### src/rtl/valu_lane_sequencer.sv
// valu_lane_sequencer
// Multi-cycle vector ALU sequencer: one instruction in flight, one lane per
// cycle through a shared external half-precision adder and multiplier.
// Optional feature macro: VALU_ILLEGAL_CHK_EN (adds the illegal port and
// flags opcodes 1001-1110; without it those opcodes behave as NOP).
module valu_lane_sequencer #(
    parameter int unsigned LANES = 16,
    parameter int unsigned LW    = 16
) (
    input  logic                  clk,
    input  logic                  rst_n,
    input  logic                  in_valid,
    output logic                  in_ready,
    input  logic [3:0]            opcode,
    input  logic [LANES*LW-1:0]   op_1,
    input  logic [LANES*LW-1:0]   op_2,
    output logic                  out_valid,
    input  logic                  out_ready,
    output logic [LANES*LW-1:0]   result,
    output logic                  busy,
`ifdef VALU_ILLEGAL_CHK_EN
    output logic                  illegal,
`endif
    output logic [LW-1:0]         fadd_a,
    output logic [LW-1:0]         fadd_b,
    input  logic [LW-1:0]         fadd_sum,
    output logic [LW-1:0]         fmul_a,
    output logic [LW-1:0]         fmul_b,
    input  logic [LW-1:0]         fmul_prod
);

    localparam int unsigned VW = LANES * LW;
    localparam int unsigned CW = (LANES > 1) ? $clog2(LANES) : 1;

    localparam logic [1:0] ST_IDLE = 2'd0;
    localparam logic [1:0] ST_RUN  = 2'd1;
    localparam logic [1:0] ST_DONE = 2'd2;

    localparam logic [3:0] OP_VADD = 4'b0000;
    localparam logic [3:0] OP_VDOT = 4'b0001;
    localparam logic [3:0] OP_SMUL = 4'b0010;

    localparam logic [CW-1:0] LAST_LANE = CW'(LANES - 1);

    logic [1:0]    state;
    logic [3:0]    op_q;
    logic [VW-1:0] op1_q;
    logic [VW-1:0] op2_q;
    logic [CW-1:0] cnt;
    logic [LW-1:0] acc;
    logic [VW-1:0] result_q;
    logic [LW-1:0] lane_a;
    logic [LW-1:0] lane_b;
    logic          is_vec_op;
    logic          last_lane;

`ifdef VALU_ILLEGAL_CHK_EN
    logic          illegal_q;
    logic          opcode_illegal;

    // Opcodes 1001..1110 are unassigned and get flagged on accept
    always_comb begin
        opcode_illegal = (opcode >= 4'b1001) && (opcode <= 4'b1110);
    end

    assign illegal = illegal_q;
`endif

    // Decode which opcodes are executed lane-by-lane here
    always_comb begin
        is_vec_op = (opcode == OP_VADD) || (opcode == OP_VDOT) || (opcode == OP_SMUL);
    end

    // Current lane operands selected by the lane counter
    always_comb begin
        lane_a    = op1_q[cnt*LW +: LW];
        lane_b    = op2_q[cnt*LW +: LW];
        last_lane = (cnt == LAST_LANE);
    end

    // Float-unit operand steering; everything unused is held at zero
    always_comb begin
        fadd_a = '0;
        fadd_b = '0;
        fmul_a = '0;
        fmul_b = '0;
        if (state == ST_RUN) begin
            case (op_q)
                OP_VADD: begin
                    fadd_a = lane_a;
                    fadd_b = lane_b;
                end
                OP_SMUL: begin
                    fmul_a = op2_q[LW-1:0];
                    fmul_b = lane_a;
                end
                OP_VDOT: begin
                    fmul_a = lane_a;
                    fmul_b = lane_b;
                    fadd_a = acc;
                    fadd_b = fmul_prod;
                end
                default: ;
            endcase
        end
    end

    // Sequencer state, lane counter, accumulator and result register
    always_ff @(posedge clk or negedge rst_n) begin
        if (!rst_n) begin
            state     <= ST_IDLE;
            op_q      <= '0;
            op1_q     <= '0;
            op2_q     <= '0;
            cnt       <= '0;
            acc       <= '0;
            result_q  <= '0;
`ifdef VALU_ILLEGAL_CHK_EN
            illegal_q <= 1'b0;
`endif
        end else begin
            case (state)
                ST_IDLE: begin
                    if (in_valid) begin
                        result_q <= '0;
                        if (is_vec_op) begin
                            op_q  <= opcode;
                            op1_q <= op_1;
                            op2_q <= op_2;
                            cnt   <= '0;
                            acc   <= '0;
                            state <= ST_RUN;
                        end else begin
                            state <= ST_DONE;
                        end
`ifdef VALU_ILLEGAL_CHK_EN
                        illegal_q <= opcode_illegal;
`endif
                    end
                end
                ST_RUN: begin
                    case (op_q)
                        OP_VADD: result_q[cnt*LW +: LW] <= fadd_sum;
                        OP_SMUL: result_q[cnt*LW +: LW] <= fmul_prod;
                        OP_VDOT: begin
                            acc <= fadd_sum;
                            // The dot product lands in lane 0 only on the final lane;
                            // upper lanes stay at the zero written on accept.
                            if (last_lane) begin
                                result_q[LW-1:0] <= fadd_sum;
                            end
                        end
                        default: ;
                    endcase
                    if (last_lane) begin
                        cnt   <= '0;
                        state <= ST_DONE;
                    end else begin
                        cnt <= cnt + CW'(1);
                    end
                end
                ST_DONE: begin
                    if (out_ready) begin
                        state <= ST_IDLE;
                    end
                end
                default: state <= ST_IDLE;
            endcase
        end
    end

    // Handshake and status outputs decoded from the state
    always_comb begin
        in_ready  = (state == ST_IDLE);
        out_valid = (state == ST_DONE);
        busy      = (state == ST_RUN) || (state == ST_DONE);
        result    = result_q;
    end

endmodule

### config.mk
export PLATFORM = sky130hd
export DESIGN_NAME = valu_lane_sequencer
export DESIGN_NICKNAME = d
export VERILOG_FILES = /design/src/rtl/valu_lane_sequencer.sv
export SDC_FILE = /design/constraint.sdc
export NUM_CORES = 1
export LEC_CHECK = 0
export ABC_AREA = 1
export CAP_MARGIN = 30
export CORE_AREA = 2 2 343 345
export DETAILED_ROUTE_END_ITERATION = 8
export DIE_AREA = 0 0 345 347
export PLACE_DENSITY_LB_ADDON = 0.15
export RECOVER_POWER = 25
export SYNTH_ARGS = -nofsm -noshare
export SYNTH_HDL_FRONTEND = slang
export SYNTH_SLANG_ARGS = --single-unit
### constraint.sdc
create_clock -name clk -period 2.75 [get_ports clk]
set_input_delay 0.825 -clock clk [delete_from_list [all_inputs] [get_ports clk]]
set_output_delay 0.825 -clock clk [all_outputs]
set_load 0.05 [all_outputs]
# After elaboration in Yosys (flattened, before gate mapping)
# Cells that the tools add are included.
[word_totals] ff_bits=794 inputBits=552 out_inout_bits=323 wordCells=71
[op_classes] n_addsub=2 n_eq_ne=15 n_shift=5 muxes=28 reduce_logical=13
[op_table] operator="$bwmux W256" count=2
[op_table] operator="$pmux W256 S2" count=1
[op_table] operator="$shiftx A16 B34 Y256" count=2
[op_table] operator="$shiftx A256 B9 Y16" count=2
[op_table] operator="$pmux W240 S2" count=1
[op_table] operator="$mux W256" count=1
[op_table] operator="$shift A16 B34 Y256 const A" count=1
[op_table] operator="$pmux W16 S2" count=5
[op_table] operator="$mux W16" count=8
[op_table] operator="$pmux W16 S3" count=1
[op_table] operator="$neg A8 Y34" count=1
[op_table] operator="$mux W4" count=3
[op_table] operator="$reduce_and A3 Y1" count=4
[op_table] operator="$eq A4 B1 Y1 const B" count=2
[op_table] operator="$eq A4 B2 Y1 const B" count=2
[op_table] operator="$logic_not A4 Y1" count=2
[op_table] operator="$mux W2" count=4
[op_table] operator="$pmux W4 S2" count=1
[op_table] operator="$reduce_and A4 Y1" count=2
[op_table] operator="$ne A2 B1 Y1 const B" count=3
[op_table] operator="$pmux W2 S3" count=1
[op_table] operator="$add A4 B1 Y4 const B" count=1
[op_table] operator="$eq A4 B4 Y1 const B" count=1
[op_table] operator="$ne A2 B2 Y1 const B" count=2
[op_table] operator="other kinds (8)" count=10

# Longest topological paths before layout
# Gate-level depths: netlist of the first run.
[depth] ltp_word=6 mapped_depth=15 mapped_depth_nobuf=11

# Worst setup path after synthesis of the first run
# Ideal clock, no wire load.
[synth_path] path_type="reg-to-output" start="reg cnt[0]" end="out fmul_b[14]" arrival_time_ns=2.222 t_required_ns=1.925 slack_ns=-0.297 stages_incl_launch_ff=13 path_buffers=3 path_cell_list="dfrtp_1 > buf_2 > inv_2 > buf_2 > clkbuf_1 > nand2_1 > nand3_1 > nand2_1 > inv_1 > nand2_1 > nand2_1 > nand2_1 > a21oi_1"
[synth_via] elab_chain_len=3 word_cells_on_any_way=4 classes_between="shift: 2; mux: 2"
[synth_lines] element="start, declared" line_no="49" text="logic [CW-1:0] cnt;"
[synth_lines] element="start signal, assigned" line_no="159" text="cnt <= cnt + CW'(1);"
[synth_lines] element="$shiftx A256 B9 Y16 (on tied branches)" line_no="77, 76"
[synth_lines] element="$pmux W16 S2 (*)" line_no="88" text="case (op_q)"
[synth_lines] element="$mux W16 (*)" line_no="87" text="if (state == ST_RUN) begin"
[synth_lines] element="end, declared" line_no="28" text="output logic [LW-1:0] fmul_b,"
# Mark *: on every way between the ends. The rest lies on a longest branch, timed or not.

# Final worst setup path of the first run
[layout_path] start="reg cnt[0]" end="out fmul_b[0]"
# The elaborated chain is that of the path after synthesis.

==> qor.yml, run 1 <==
ys_types: 36
first_iter_violations: 3874
period_minus_slack_ns: 3.744
grt_overflow: 0
slowest_stage: "dfrtp_4"
ys_ff_latch: 794
grt_pass1_vias: 40440
grt_pass1_wl_um: 276900
p_sw_mw: 22.74
final_common_cell: "nand2_1"
clock_path_buffers: 3
place.gp.congestion: 0.9564
timing_worst_slew_pin_value_ns: 2.765
synth.net_count: 5924
hold_viol: 0
via_count: 41130
wirelength_um: 194700
finalSetupTns_ns: -108.41
syn_to_final_growth_pct: 54.16
fin_skew_ns: 0.02852
p_clk_share_pct: 22.4
ir_drop_v: 0.0004879
nets: 7007
rsz0062_at_grt: "yes"
cts-buffers-inserted: 90
cp.arrival_ns: 2.92
clkSlewWorstSetupHoldPaths_ns: 0.06
initial_core_util_pct: 33.64
crit_fanout: 11
via_per_inst: 5.109
clkSinkCount: 794
p_int_mw: 32.40
yosysWarnings: 0
drive_gt1_share_pct: 18.05
fmax_mhz: 267.1
die-width_um: 345
clockRootBuffer: "clkbuf_16"
path_cells: "buf_6 -> buf_12 -> clkbuf_16 -> clkbuf_16 -> nor2_2 -> nor2_1 -> buf_4 -> nor2_2 -> nand2_1 -> nand2_2 -> nand2_2 -> a21oi_4 -> buf_12"
firstDrtPassIters: 6
dieArea_um2: 119700
fin_ws_ns: -0.9940
crit_path_max_incr_delay_ns: 0.54
violations: "capacitance limit, slew limit, setup timing"
hpwl_um: 147800
cp-end-kind: "output port"
postRouteAntennaNets: 0
yosysSeqAreaShare_pct: 51.03
cts_tree: "yes"
setup_violations: 567
status: "finished with violations"
most-common-layout-cells: "nand2_1, dfrtp_1, clkdlybuf4s50_1"
power_frac_comb_pct: 44.2
path_class: "flip-flop to output port"
hold_buffers: 0
core_um2: 115700
h-tree-depth: 3
grt_max_degree: 87
crit_path_start_kind: "flip-flop"
antenna_found_initial: 25
p_seq_share_pct: 33.4
clk_latency_ns: 0.67
max-slew-margin-rel_pct: -84.31
finalMaxSlewViolations: 32
worstPathRequired_ns: 1.93
io_buffers: 874
track_usage_pct: 31.42
wire_per_inst_um: 24.18
drc_errors: 0
p_total_mw: 55.14
rows: 125
syn-cell-area_um2: 38940
min_path_type: "flip-flop to flip-flop"
switching_share_pct: 41.24
power_density_nw_per_um2: 918.5
max-cap-violations: 1
ioPinCount: 875
p_leak_nw: 28.95
min_period_over_period_pct: 136.1
fillers: 11300
synth_cells: 5366
fp.dieH_um: 347
syn-mean-instance-area_um2: 7.256
## metal layers
metal  GRT usage (%)  up-vias  routed length [um]
li1                -    19060                   -
met1           40.64    19960               80050
met2           50.84     1698               90100
met3           6.182      389               14050
met4           14.39       28               10310
met5               0        -                 156
## power by group through the flow
stage	logic (mW)	registers, mW	clock network (mW)
3_3_place_gp	19.5	18.3	0
2_1_floorplan	10.2	17.3	0
6_report	24.4	18.4	12.3
3_5_place_dp	19.7	18.3	0
5_1_grt	26.2	18.8	13.0
4_1_cts	22.0	18.2	12.5
## final timing paths
check | from | endpoint | slack (ns) | cells past startpoint
worst max-delay path | cnt[0] | fmul_b[0] | -0.99 | 13
worst max register to register | cnt[0] | result[64] | -0.12 | 15
worst min-delay path | op1_q[63] | op1_q[63] | 0.47 | 2
min in group asynchronous | rst_n | result[212] | 1.03 | 1
worst min register to register | op1_q[63] | op1_q[63] | 0.47 | 2
max in group asynchronous | rst_n | op2_q[133] | -0.28 | 3
## through the flow
stage	setup WS (ns)	area, um2	hold WS (ns)	util, %	instances
global route	-1.101	60020	0.4880	51.86	8046
global placement	-0.6983	53560	0.4519	46.28	7817
finish	-0.9940	60030	0.4700	51.86	8050
detailed placement	-0.6981	53560	0.4528	46.28	7817
CTS	-1.046	58350	0.03213	50.41	8007
floorplan	-0.2892	39270	0.4368	-	5366
## state kept, by name, summed over array words and instances (netlist names)
signal	cells
op1_q	256
op2_q	256
result	256
acc	16
cnt	4
op_q	4
state	2
## final cells by class
cell class | count | area, um2 | area share, %
flip-flops and latches | 794 | 19870 | 33.11
multi-input cells | 4073 | 19470 | 32.43
repair buffers | 1338 | 15190 | 25.31
clock buffers | 121 | 2480 | 4.131
well taps | 1524 | 1907 | 3.177
inverters | 151 | 609.3 | 1.015
clock inverters | 39 | 469.2 | 0.7817
diodes | 9 | 22.52 | 0.03752
repair inverters | 1 | 5.005 | 0.008338
## cells by family (layout without fill, tap and decap cells)
kind of cell    Yosys count  after routing  share of synthesized area (%)
other cells               0              9                              0
fa+ha+maj                 6              6                         0.1928
buf+inv                 499           1650                          5.315
compound gates          308            308                          4.161
simple gates           3758           3758                          39.23
flops                   794            794                          51.03
xor+xnor                  1              1                        0.07070
## cell usage after synthesis
master | number | area [um2]
buf_1 | 46 | 172.7
nand3b_1 | 19 | 142.6
o21ai_0 | 116 | 580.6
nand3_1 | 654 | 3273
inv_1 | 133 | 499.2
ha_1 | 6 | 75.07
clkbuf_1 | 177 | 664.4
nor3_2 | 1 | 10.01
o31ai_1 | 18 | 135.1
nand2_1 | 2891 | 10850
dfrtp_1 | 794 | 19870
o21ai_4 | 2 | 32.53
o22ai_1 | 4 | 25.02
a21oi_2 | 1 | 8.760
nor2_8 | 4 | 80.08
nand4_1 | 4 | 25.02
inv_2 | 18 | 67.56
a22oi_1 | 1 | 7.510
a21oi_1 | 126 | 630.6
o21ai_1 | 40 | 200.2
nand2_4 | 2 | 22.52
clkbuf_2 | 1 | 5.000
xnor2_4 | 1 | 27.53
buf_6 | 2 | 22.52
buf_2 | 111 | 555.5
nand2b_1 | 1 | 6.260
nor2_2 | 5 | 31.28
nand3_2 | 6 | 60.06
nor3_4 | 1 | 16.27
nor2_4 | 7 | 78.83
buf_4 | 11 | 82.58
nand4_2 | 2 | 25.02
nor2_1 | 147 | 551.8
nand3_4 | 2 | 35.03
nand2_2 | 5 | 31.28
nor3_1 | 7 | 35.03
## critical path, delay by kind of cell, from the launching register on
kind | cells | cell delay, ns
simple gates | 6 | 0.53
flops | 1 | 0.54
buf+inv | 6 | 0.94
compound gates | 1 | 0.22
## repair_timing
item	CTS	global route
resized for setup	346	305
cloned	13	16
endpoints found under the setup margin	332	355
endpoints found under the hold margin	0	0
buffers inserted	25	25
pin swaps	75	144
Note: power is estimated with default switching activity, not from simulation.
==> run 2: changes to the inputs <==
SLEW_MARGIN = 40   (was default)
==> results of run 2 <==
No change in the layout: final DEF, timing and power equal those of run 1.
